==> src/rtl/cpu_ctrl_fsm.sv <==
// Multi-cycle fetch/decode/exec/mem/wb control sequencer with memory-wait timeout.
// Optional perf counters (cycle_cnt, retired_cnt) are enabled by defining CPU_CTRL_PERF_EN.
module cpu_ctrl_fsm #(
    parameter int MEM_TIMEOUT = 15,
    parameter int TO_W        = 8
) (
    input  logic       clk,
    input  logic       rst,
    input  logic       start,
    input  logic [5:0] opcode,
    input  logic       alu_zero,
    input  logic       mem_ack,
    output logic       mem_req,
    output logic       mem_we,
    output logic       ir_we,
    output logic       pc_we,
    output logic [1:0] pc_sel,
    output logic       alu_src_imm,
    output logic       rf_we,
    output logic       reg_dst,
    output logic       wb_sel,
    output logic       instr_done,
    output logic       halted,
    output logic       fault,
    output logic [2:0] state_o
`ifdef CPU_CTRL_PERF_EN
    ,
    output logic [31:0] cycle_cnt,
    output logic [31:0] retired_cnt
`endif
);

    typedef enum logic [2:0] {
        S_IDLE   = 3'd0,
        S_FETCH  = 3'd1,
        S_DECODE = 3'd2,
        S_EXEC   = 3'd3,
        S_MEM    = 3'd4,
        S_WB     = 3'd5,
        S_HALT   = 3'd6,
        S_FAULT  = 3'd7
    } state_t;

    localparam logic [5:0] OP_R    = 6'b000000;
    localparam logic [5:0] OP_ADDI = 6'b001000;
    localparam logic [5:0] OP_LW   = 6'b100011;
    localparam logic [5:0] OP_SW   = 6'b101011;
    localparam logic [5:0] OP_BEQ  = 6'b000100;
    localparam logic [5:0] OP_J    = 6'b000010;
    localparam logic [5:0] OP_HALT = 6'b111111;

    state_t          state, state_next;
    logic [TO_W-1:0] to_cnt;
    logic            legal, uses_imm, to_hit;

    assign legal    = (opcode == OP_R) || (opcode == OP_ADDI) || (opcode == OP_LW) ||
                      (opcode == OP_SW) || (opcode == OP_BEQ) || (opcode == OP_J);
    assign uses_imm = (opcode == OP_ADDI) || (opcode == OP_LW) || (opcode == OP_SW);
    // The wait that would push the count to MEM_TIMEOUT faults instead; an ack that cycle still wins.
    assign to_hit   = !mem_ack && (to_cnt == TO_W'(MEM_TIMEOUT - 1));
    assign state_o  = state;

    always_ff @(posedge clk) begin
        if (rst) begin
            state  <= S_IDLE;
            to_cnt <= '0;
        end else begin
            state <= state_next;
            if (state_next != state)
                to_cnt <= '0;
            else if ((state == S_FETCH || state == S_MEM) && !mem_ack)
                to_cnt <= to_cnt + TO_W'(1);
        end
    end

    always_comb begin
        state_next  = state;
        mem_req     = 1'b0;
        mem_we      = 1'b0;
        ir_we       = 1'b0;
        pc_we       = 1'b0;
        pc_sel      = 2'b00;
        alu_src_imm = 1'b0;
        rf_we       = 1'b0;
        reg_dst     = 1'b0;
        wb_sel      = 1'b0;
        instr_done  = 1'b0;
        halted      = 1'b0;
        fault       = 1'b0;
        case (state)
            S_IDLE: if (start) state_next = S_FETCH;
            S_FETCH: begin
                mem_req = 1'b1;
                if (mem_ack) begin
                    ir_we      = 1'b1;
                    pc_we      = 1'b1;
                    state_next = S_DECODE;
                end else if (to_hit) begin
                    state_next = S_FAULT;
                end
            end
            S_DECODE: begin
                if (opcode == OP_HALT) state_next = S_HALT;
                else if (!legal)       state_next = S_FAULT;
                else                   state_next = S_EXEC;
            end
            S_EXEC: begin
                alu_src_imm = uses_imm;
                if (opcode == OP_BEQ) begin
                    pc_we      = alu_zero;
                    pc_sel     = 2'b01;
                    instr_done = 1'b1;
                    state_next = S_FETCH;
                end else if (opcode == OP_J) begin
                    pc_we      = 1'b1;
                    pc_sel     = 2'b10;
                    instr_done = 1'b1;
                    state_next = S_FETCH;
                end else if (opcode == OP_LW || opcode == OP_SW) begin
                    state_next = S_MEM;
                end else begin
                    state_next = S_WB;
                end
            end
            S_MEM: begin
                mem_req     = 1'b1;
                mem_we      = (opcode == OP_SW);
                alu_src_imm = 1'b1;
                if (mem_ack) begin
                    if (opcode == OP_SW) begin
                        instr_done = 1'b1;
                        state_next = S_FETCH;
                    end else begin
                        state_next = S_WB;
                    end
                end else if (to_hit) begin
                    state_next = S_FAULT;
                end
            end
            S_WB: begin
                rf_we       = 1'b1;
                reg_dst     = (opcode == OP_R);
                wb_sel      = (opcode == OP_LW);
                alu_src_imm = (opcode == OP_ADDI);
                instr_done  = 1'b1;
                state_next  = S_FETCH;
            end
            S_HALT:  halted = 1'b1;
            S_FAULT: fault  = 1'b1;
            default: state_next = S_IDLE;
        endcase
    end

`ifdef CPU_CTRL_PERF_EN
    always_ff @(posedge clk) begin
        if (rst) begin
            cycle_cnt   <= '0;
            retired_cnt <= '0;
        end else begin
            if (state != S_IDLE && state != S_HALT && state != S_FAULT)
                cycle_cnt <= cycle_cnt + 32'd1;
            if (instr_done)
                retired_cnt <= retired_cnt + 32'd1;
        end
    end
`endif

endmodule

==> config.mk <==
export PLATFORM = sky130hd
export DESIGN_NAME = cpu_ctrl_fsm
export DESIGN_NICKNAME = d
export VERILOG_FILES = /design/src/rtl/cpu_ctrl_fsm.sv
export SDC_FILE = /design/constraint.sdc
export NUM_CORES = 1
export LEC_CHECK = 0
export ABC_CLOCK_PERIOD_IN_PS = 2650
export CAP_MARGIN = 5
export CORE_MARGIN = 4
export CORE_UTILIZATION = 50
export CTS_CLUSTER_DIAMETER = 120
export DETAILED_ROUTE_END_ITERATION = 10
export GPL_TIMING_DRIVEN = 0
export PLACE_DENSITY = 0.83
export SLEW_MARGIN = 15
export SYNTH_ARGS = -nofsm -noshare
export SYNTH_HDL_FRONTEND = slang
export SYNTH_SLANG_ARGS = --single-unit
==> constraint.sdc <==
create_clock -name clk -period 2.65 [get_ports clk]
set_clock_uncertainty 0.05 [all_clocks]
set_input_delay 0.53 -clock clk [delete_from_list [all_inputs] [get_ports clk]]
set_output_delay 0.53 -clock clk [all_outputs]
set_load 0.02 [all_outputs]
# Word level (Yosys, flattened, before mapping)
# Index checks and enable logic that the tools add are counted.
# W data, S select, Z words.
[classes] n_addsub=1 n_eq_ne=15 n_mux=31 reduce_logical=16
[op_table] cell="$mux W3" n=9
[op_table] cell="$eq A6 B6 Y1 const B" n=3
[op_table] cell="$pmux W3 S6" n=1
[op_table] cell="$mux W1" n=15
[op_table] cell="$eq A3 B3 Y1 const B" n=4
[op_table] cell="$logic_or A1 B1 Y1" n=9
[op_table] cell="$add A8 B1 Y8 const B" n=1
[op_table] cell="$eq A8 B4 Y1 const B" n=1
[op_table] cell="$eq A3 B2 Y1 const B" n=2
[op_table] cell="$eq A6 B2 Y1 const B" n=1
[op_table] cell="$eq A6 B3 Y1 const B" n=1
[op_table] cell="$eq A6 B4 Y1 const B" n=1
[op_table] cell="$logic_not A6 Y1" n=1
[op_table] cell="$mux W2" n=3
[op_table] cell="$pmux W1 S3" n=2
[op_table] cell="$reduce_or A2 Y1" n=2
[op_table] cell="$eq A3 B1 Y1 const B" n=1
[op_table] cell="$logic_not A3 Y1" n=1
[op_table] cell="$ne A3 B3 Y1" n=1
[op_table] cell="$logic_and A1 B1 Y1" n=2
[op_table] cell="$pmux W1 S2" n=1
[op_table] cell="$logic_not A1 Y1" n=1
[totals] reg_bits=11 output_inout_bits=16 word_cells=65

# Logic depth before layout (Yosys ltp)
# Gate-level depths: netlist of run 1.
[logic_depth] ltp_word=11 ltp_mapped=7 mapped_depth_nobuf=7

# Worst setup path before layout of run 1
# No wires, ideal clock.
[synth_timing] path_kind="register to output" from="register state[0], in the netlist state_o[0]" to="output port reg_dst" arrival_time_ns=1.680 t_required_ns=2.070 path_slack_ns=0.390 path_stages_with_launch=4 path_cell_list="dfxtp_1 clkbuf_1 nand2_1 nor4b_1"
[synth_via] elab_chain_len=2
[synth_rtl] element="start: declaration" line_no="52" text="state_t state, state_next;"
[synth_rtl] element="start signal: assignment" line_no="68" text="state <= state_next;"
[synth_rtl] element="$eq A3 B3 Y1" line_no="90" text="case (state)"
[synth_rtl] element="$mux W1" line_no="90"
[synth_rtl] element="end: declaration" line_no="20" text="output logic reg_dst,"
# No other way between the ends.

# Worst setup path after layout of run 1
[layout_timing] from="input port opcode[4]" to="output port instr_done"
[layout_via] elab_chain_len=4 elab_cells_between_ends=8 cone_classes="3 x eq/ne; 5 x mux"
[layout_rtl] element="start: declaration" line_no="10" text="input logic [5:0] opcode,"
[layout_rtl] element="$eq A6 B6 Y1 or $eq A6 B2 Y1 (tied branches)" line_no="130, 114"
[layout_rtl] element="$mux W1, on equally long branches" line_no="130, 114"
[layout_rtl] element="$mux W1, on equally long branches" line_no="129, 109"
[layout_rtl] element="$pmux W1 S3 (*)" line_no="90"
[layout_rtl] element="end: declaration" line_no="22" text="output logic instr_done,"
# Mark *: on every way between the ends. The rest lies on a longest branch, timed or not.

==> out/metrics.yaml, run 1 <==
hold_violations: 0
yosysWarnings: 0
viasPerCell: 5.74
ir_drop_v: 0.000350
worst_hold_slack_ps: 478
core_area_sq_um: 1760
period_needed_ps: 2530
max_slew_margin: 0.627
rsz0062_at_grt: "no"
synth_top_family_by_area: "simple AND/OR/NAND/NOR gates"
seqPwrFrac: 0.347
dr.pass1.iters: 4
power_uw: 534
wl_per_cell_um: 13.7
num_rows: 15
ant_nets: 0
n_fill_cell: 152
routed_wl_um: 2340
reg2regPathDepth: 7
netlist_top_cells_count: "16 x nor2_1, 13 x nand2_1, 11 x dfxtp_1"
synthArstFlopShare: 0
dp_hpwl_um: 1760
initial_core_util: 0.537
die_area_sq_um: 2650
final_cells: 171
multiInputGateArea_sq_um: 676
cts_hold_buf: 0
synthSimpleGateAreaFrac: 0.358
synthTopCellsByArea: "dfxtp_1 23%, nor2_1 6.3%, nand2_1 5.2%, xor2_1 4.6%, clkbuf_8 4.4%"
clock_path_buffers: 2
drc: 0
cts-buffers-inserted: 3
cap_violations: 0
cts_tree: "built"
antenna_found_initial: 0
synth_top_cell_by_area: "dfxtp_1"
worstSetupEndpointType: "output pin"
required_ps: 2070
grt_max_degree: 11
finalSetupViolations: 0
p_sw_uw: 196
portBuffers: 26
synth_fa_ha_area_frac: 0.0370
grt_pass1_vias: 904
die_w_um: 51.5
post-place-cells: 166
layout.nets: 160
postSynthAreaPerCell_sq_um: 8.24
fin_crit_sh: 0.954
status: "completed"
critPathKind: "input pin to output pin"
startpoint_type: "input pin"
netlist_area_sq_um: 947
synth-compound-area-share: 0.223
syn2layout_area_growth_pct: 33.8
leakagePower_uw: 0.000484
via_count: 981
syn_inst: 115
muxShareOfSynthArea: 0
synth_edf_count: 0
p_sw_frac: 0.367
insertion_delay_ps: 260
grt_pass1_wl_um: 3930
p_clk_frac: 0.203
io_pins: 27
cp_max_fo: 5
synth.top_cell.area_share: 0.232
clk_pin_slew_worst_paths_ps: 60
synth.distinct_cells: 45
grt_usage: 0.190
synth_ff_type: "dfxtp_1"
gp_congestion: 0.848
hp-class: "flop to flop"
drive_gt1_frac: 0.199
endpoint: "instr_done"
cp-startpoint: "opcode[4]"
fmax_mhz: 395
seq_area_sq_um: 220
slew_violations: 0
clock-sinks: 11
reg2reg_from: "to_cnt[0]"
worstHoldStart: "to_cnt[7]"
cellPowerDensity_nw_per_um2: 421
ys_seq_elements: 11
synth_nets: 128
internal-power_uw: 338
synth_seq_area_share: 0.232
reg2reg_slack_ps: 780
antenna_cells: 0
setup_tns_ps: 0
tightest_slew_ps: 555
drt-initial-drc-count: 32
critPathArrivalTime_ps: 1950
yosysMostFrequentCell: "nor2_1"
cts_max_level: 1
die_y_um: 51.5
p_comb_frac: 0.451
grt_overflow: 0
synth_xor_xnor_area_share: 0.0819
reg2reg_to: "to_cnt[0]"
cts_root_buffer: "clkbuf_4"
-- placed cells by master (no fill, tap or decap), types with 2 or more instances in the layout --
cell and count:
a32oi_1 2, dlygate4sd2_1 5, dfxtp_1 11, clkbuf_2 2, o22ai_1 3, inv_1 5
a221oi_2 2, xor2_1 5, dlymetal6s2s_1 3, and2b_2 2, o21ai_2 2, nor3_1 2
clkbuf_1 2, nand3_1 4, clkbuf_4 3, a21oi_1 6, nor2b_1 3, o21ai_0 2
clkbuf_8 3, ha_1 2, nand2_1 13, nor4b_2 3, buf_2 2, nor2_1 16
clkdlybuf4s50_1 13, xnor2_1 2, nor4_1 2
-- cell type report --
| type | instances | share of cell area |
|---|---|---|
| Multi-Input combinational cell | 95 | 0.533 |
| Timing Repair Buffer | 27 | 0.197 |
| Buffer | 4 | 0.0355 |
| Clock buffer | 4 | 0.0207 |
| Sequential cell | 11 | 0.174 |
| Tap cell | 25 | 0.0247 |
| Inverter | 5 | 0.0148 |
-- registers in the layout, summed over array words and instances (netlist names) --
name / count
to_cnt: 8
state_o: 3
-- critical path: stages --
cell and delay, ps:
clkdlybuf4s50_1 520, nor4_4 210, buf_4 160, o21ai_2 70
o32ai_1 250, buf_2 220
-- cell families after synthesis --
| family | count (synthesis) |
|---|---|
| buffers and inverters | 9 |
| and+or+nand+nor | 57 |
| xor gates and xnor gates | 8 |
| adders and majority gates | 3 |
| AOI/OAI and AO/OA | 27 |
| DFF | 11 |
-- power by group through the flow --
| stage | Clock, uW | Sequential, uW | Combinational (uW) |
|---|---|---|---|
| after CTS | 111 | 185 | 239 |
| after global routing | 122 | 187 | 260 |
| after detailed placement | 0 | 189 | 240 |
| after global placement | 0 | 188 | 237 |
| after floorplan | 0 | 195 | 149 |
| final | 108 | 185 | 241 |
-- worst min path at each step --
stage,to,slack (ps),cells after the start
finish,to_cnt[7],480,2
global route,to_cnt[7],530,2
floorplan,to_cnt[7],440,2
CTS,to_cnt[7],480,2
global placement,to_cnt[7],450,2
detailed placement,to_cnt[7],460,2
-- stage by stage --
stage	utilization	worst slack [ps]	instance area [sq um]
floorplan	-	390	947
global placement	0.702	-509	1240
detailed placement	0.702	-468	1240
CTS	0.719	13.8	1270
global route	0.718	30.8	1270
finish	0.718	121	1270
-- per-layer routing --
metal / track usage / vias to the layer above / share of wire
met5: 0 / - / 0
met4: 0.0393 / 0 / 0.0017
met3: 0.0458 / 2 / 0.076
met2: 0.309 / 53 / 0.47
met1: 0.254 / 438 / 0.46
li1: - / 488 / -
-- timing repair --
action,in CTS,in global routing
setup buffers,1,0
pin swaps,1,2
resized for setup,21,11
setup endpoints to repair,8,8
Note: power is estimated with default switching activity, not from simulation.
==> run 2, diff against run 1 <==
--- a/config.mk
+++ b/config.mk
@@ -5,14 +5,14 @@
 export SDC_FILE = /design/constraint.sdc
 export NUM_CORES = 1
 export LEC_CHECK = 0
-export ABC_CLOCK_PERIOD_IN_PS = 2650
+export ABC_CLOCK_PERIOD_IN_PS = 2300
 export CAP_MARGIN = 5
 export CORE_MARGIN = 4
-export CORE_UTILIZATION = 50
+export CORE_UTILIZATION = 42
 export CTS_CLUSTER_DIAMETER = 120
 export DETAILED_ROUTE_END_ITERATION = 10
 export GPL_TIMING_DRIVEN = 0
-export PLACE_DENSITY = 0.83
+export PLACE_DENSITY = 0.75
 export SLEW_MARGIN = 15
 export SYNTH_ARGS = -nofsm -noshare
 export SYNTH_HDL_FRONTEND = slang
==> constraint.sdc (replaced) <==
create_clock -name clk -period 2.3 [get_ports clk]
set_clock_uncertainty 0.05 [all_clocks]
set_input_delay 0.46 -clock clk [delete_from_list [all_inputs] [get_ports clk]]
set_output_delay 0.46 -clock clk [all_outputs]
set_load 0.02 [all_outputs]
==> run 2 against run 1 <==
Effect of this change: critical path type unchanged; wire length up 6.8%; cell count up 0.58%; design area up 0.20%; combinational power up 15%; largest cell class unchanged; highest routed layer unchanged; global-route usage down 1.9 points; non-clock buffer count down 1; sequential share of layout area up 0.16 points; worst hold slack better by 5.1 ps; setup slack worse by 96 ps; clock power up 22%.
==> out/metrics.yaml, run 2 (synthesis gave the netlist of run 1 again) <==
initial_core_util: 0.464
grt_max_degree: 11
multiInputGateArea_sq_um: 691
required_ps: 1790
hp-class: "flop to flop"
leakagePower_uw: 0.000497
fin_crit_sh: 0.989
gp_congestion: 0.806
most-common-layout-cells: "16 x nor2_1, 13 x nand2_1, 9 x dfxtp_1, 8 x clkdlybuf4s50_1, 7 x dlygate4sd2_1"
path_cells: "dlygate4sd2_1 -> nor4_4 -> o21ai_2 -> o32ai_2 -> buf_4"
slowest_stage: "nor4_4"
hold_violations: 0
dr.pass1.iters: 4
clock_path_buffers: 2
grt_overflow: 0
clk_pin_slew_worst_paths_ps: 60
setup_tns_ps: 0
insertion_delay_ps: 270
worstHoldStart: "to_cnt[7]"
ant_nets: 0
n_fill_cell: 191
antenna_found_initial: 0
cts_tree: "built"
power_uw: 626
placed_area_sq_um: 1240
internal-power_uw: 388
slew_violations: 0
grt_usage: 0.171
rsz0062_at_grt: "yes"
status: "completed"
cellPowerDensity_nw_per_um2: 493
grt_pass1_vias: 962
place_ws_ps: -719
postLayoutCellArea_sq_um: 1270
p_sw_frac: 0.379
cp-startpoint: "opcode[0]"
tightest_slew_ps: 536
cp_max_fo: 4
seq_area_sq_um: 223
io_pins: 27
ir_drop_v: 0.000276
layout_setup_ws_ps: 24.6
critPathArrivalTime_ps: 1770
layout_commonest_cell: "nor2_1"
startpoint_type: "input pin"
drive_gt1_frac: 0.241
syn2layout_area_growth_pct: 34.1
cpPeakStageDelay_ps: 400
drt-initial-drc-count: 20
seqPwrFrac: 0.345
p_comb_frac: 0.445
fin_util: 0.622
cap_violations: 0
period_needed_ps: 2280
grt_pass1_wl_um: 4370
antenna_cells: 0
post-cts-setup-buffer-count: 0
drc: 0
top_register: "to_cnt"
cts-buffers-inserted: 3
max_slew_margin: 0.640
cts_max_level: 1
critPathTopFamily: "buffers and inverters"
crit_buf_inv: 2
die_area_sq_um: 3080
layout.nets: 159
clock-sinks: 11
wl_per_cell_um: 14.5
worstSetupEndpointType: "output pin"
critPathKind: "input pin to output pin"
p_clk_frac: 0.211
portBuffers: 26
largest_reg_flops: 8
via_count: 980
viasPerCell: 5.70
die_w_um: 55.5
fmax_mhz: 439
p_sw_uw: 237
cts_root_buffer: "clkbuf_4"
core_area_sq_um: 2040
routed_wl_um: 2500
reg2reg_from: "to_cnt[0]"
num_rows: 16
die_y_um: 55.5
finalSetupViolations: 0
dp_hpwl_um: 1830
-- run 2: metrics by stage --
step	instances	hold WS (ps)
global placement	168	454
global route	172	549
finish	172	483
detailed placement	168	464
floorplan	115	436
CTS	172	483
-- run 2: power by group through the flow --
| stage | sequential (uW) | clock, uW | combinational, uW |
|---|---|---|---|
| floorplan | 225 | 0 | 172 |
| global placement | 217 | 0 | 275 |
| detailed placement | 219 | 0 | 275 |
| CTS | 215 | 136 | 273 |
| global route | 217 | 148 | 306 |
| finish | 215 | 132 | 278 |
-- run 2: worst reg2reg max path: stages, from the launching register on --
cell,delay (ps)
dfxtp_1,350
inv_1,90
ha_1,170
nand4b_1,120
nor4_1,430
a221oi_2,120
o21ai_2,370
nor2_1,90
-- run 2: final timing paths --
check                                  end  slack [ps]  depth (start not counted)
worst min-delay path             to_cnt[7]         480                          2
worst min register to register   to_cnt[7]         480                          2
worst max register to register   to_cnt[0]         400                          7
worst max-delay path            instr_done          20                          5
-- run 2: cell type report --
type	count	area share
multi-input combinational	95	0.544
timing repair buffer	26	0.182
sequential	11	0.175
buffer	4	0.0365
tap	27	0.0266
clock buffer	4	0.0207
inverter	5	0.0148
-- run 2: what timing repair did --
item | in CTS | in global routing
pin swaps | 2 | 1
hold buffers | 0 | 0
hold endpoints to repair | 0 | 0
cloned | 0 | 0
setup endpoints to repair | 11 | 8
resized for setup | 35 | 14
-- run 2: metal layers --
metal / up-vias / GRT usage / part of all wire
met4: 0 / 0.0417 / 0.0060
li1: 486 / - / -
met5: - / 0 / 0
met2: 41 / 0.274 / 0.46
met3: 2 / 0.0420 / 0.057
met1: 451 / 0.229 / 0.47
==> run 3, diff against run 2 <==
--- a/config.mk
+++ b/config.mk
@@ -12,6 +12,7 @@
 export CTS_CLUSTER_DIAMETER = 120
 export DETAILED_ROUTE_END_ITERATION = 10
 export GPL_TIMING_DRIVEN = 0
+export MAX_ROUTING_LAYER = met4
 export PLACE_DENSITY = 0.75
 export SLEW_MARGIN = 15
 export SYNTH_ARGS = -nofsm -noshare
==> run 3 against run 2 <==
Effect of this change: largest power group unchanged; via count up 0.31%; design area shrank 0.20%; worst hold slack worse by 2.8 ps.
==> out/metrics.yaml, run 3 (synthesis gave the netlist of run 1 again) <==
p_sw_uw: 237
cellPowerDensity_nw_per_um2: 494
insertion_delay_ps: 270
antenna_cells: 0
ir_drop_v: 0.000277
internal-power_uw: 388
fmax_mhz: 438
grt_pass1_vias: 965
clk_pin_slew_worst_paths_ps: 60
hp-class: "flop to flop"
path_cells: "dlygate4sd2_1 -> nor4_4 -> o21ai_2 -> o32ai_2 -> buf_4"
drive_gt1_frac: 0.241
dp_hpwl_um: 1830
cts_tree: "built"
wl_per_cell_um: 14.4
cp_max_fo: 4
layout_commonest_cell: "nor2_1"
num_rows: 16
cts_root_buffer: "clkbuf_4"
clock_path_buffers: 2
grt_max_degree: 11
portBuffers: 26
via_count: 983
setup_tns_ps: 0
slowest_stage: "nor4_4"
cpPeakStageDelay_ps: 400
most-common-layout-cells: "16 x nor2_1, 13 x nand2_1, 9 x clkdlybuf4s50_1, 9 x dfxtp_1, 7 x dlygate4sd2_1"
fin_util: 0.621
p_sw_frac: 0.379
grt_usage: 0.174
p_comb_frac: 0.444
post-cts-setup-buffer-count: 0
ant_nets: 0
initial_core_util: 0.464
viasPerCell: 5.72
seqPwrFrac: 0.344
die_area_sq_um: 3080
critPathArrivalTime_ps: 1770
critPathKind: "input pin to output pin"
antenna_found_initial: 0
cts-buffers-inserted: 3
top_register: "to_cnt"
layout_setup_ws_ps: 18.5
syn2layout_area_growth_pct: 33.8
die_y_um: 55.5
drc: 0
core_area_sq_um: 2040
startpoint_type: "input pin"
slew_violations: 0
post-place-cells: 168
tightest_slew_ps: 540
worstHoldStart: "to_cnt[7]"
fin_crit_sh: 0.992
cp-startpoint: "opcode[0]"
finalSetupViolations: 0
worst_hold_slack_ps: 481
grt_overflow: 0
period_needed_ps: 2280
gp_congestion: 0.818
layout.nets: 159
final_cells: 172
reg2reg_from: "to_cnt[0]"
leakagePower_uw: 0.000478
grt_pass1_wl_um: 4370
rsz0062_at_grt: "yes"
place_ws_ps: -719
cap_violations: 0
dr.pass1.iters: 4
max_slew_margin: 0.636
routed_wl_um: 2480
hold_violations: 0
drt-initial-drc-count: 24
cts_max_level: 1
status: "completed"
largest_reg_flops: 8
worstSetupEndpointType: "output pin"
p_clk_frac: 0.211
clock-sinks: 11
io_pins: 27
die_w_um: 55.5
required_ps: 1790
[run 3: cell types whose count changed in the layout (fill, tap and decap cells not counted)]
| cell | previous run | this run |
|---|---|---|
| clkdlybuf4s50_1 | 8 | 9 |
| dlymetal6s2s_1 | 2 | 1 |
[run 3: worst max-delay path, delay by kind of cell]
family                 cells  cell delay (ps)
AO/OA/AOI/OAI              2              400
buffers and inverters      2              500
AND/OR/NAND/NOR            1              400
[run 3: metrics by stage]
stage                     instance area [sq um]  total power, uW
after global placement                     1240              493
after global routing                       1270              668
final                                      1270              626
after detailed placement                   1240              494
after CTS                                  1260              623
after floorplan                             947              397
[run 3: power by group through the flow]
| stage | registers, uW | clock network [uW] | logic (uW) |
|---|---|---|---|
| final | 216 | 132 | 278 |
| after global routing | 217 | 146 | 306 |
| after CTS | 215 | 136 | 273 |
| after detailed placement | 219 | 0 | 275 |
| after global placement | 217 | 0 | 275 |
| after floorplan | 225 | 0 | 172 |
[run 3: layout make-up]
type / count / area, sq um
Timing Repair Buffer: 26 / 229
Fill cell: 192 / 774
Clock buffer: 4 / 26.3
Buffer: 4 / 46.3
Inverter: 5 / 18.8
Tap cell: 27 / 33.8
Multi-Input combinational cell: 95 / 691
Sequential cell: 11 / 223
[run 3: repair_timing]
| item | 4_1_cts | 5_1_grt |
|---|---|---|
| pin swaps | 2 | 1 |
| hold buffers | 0 | 0 |
| resized for setup | 35 | 13 |
| setup endpoints to repair | 11 | 7 |
[run 3: worst paths after layout]
| kind | end | slack, ps | cells after the start |
|---|---|---|---|
| max | instr_done | 20 | 5 |
| min | to_cnt[7] | 480 | 2 |
| max reg2reg | to_cnt[0] | 400 | 7 |
| min reg2reg | to_cnt[7] | 480 | 2 |
[run 3: layer usage]
metal  part of all wire  vias to the layer above  wire length (um)  global-route usage
met2               0.47                       40              1180               0.274
met5                  0                        -                 0                   -
li1                   -                      486                 -                   -
met1               0.47                      457              1180               0.232
met4                  0                        0                 0              0.0417
met3              0.052                        0               128              0.0303
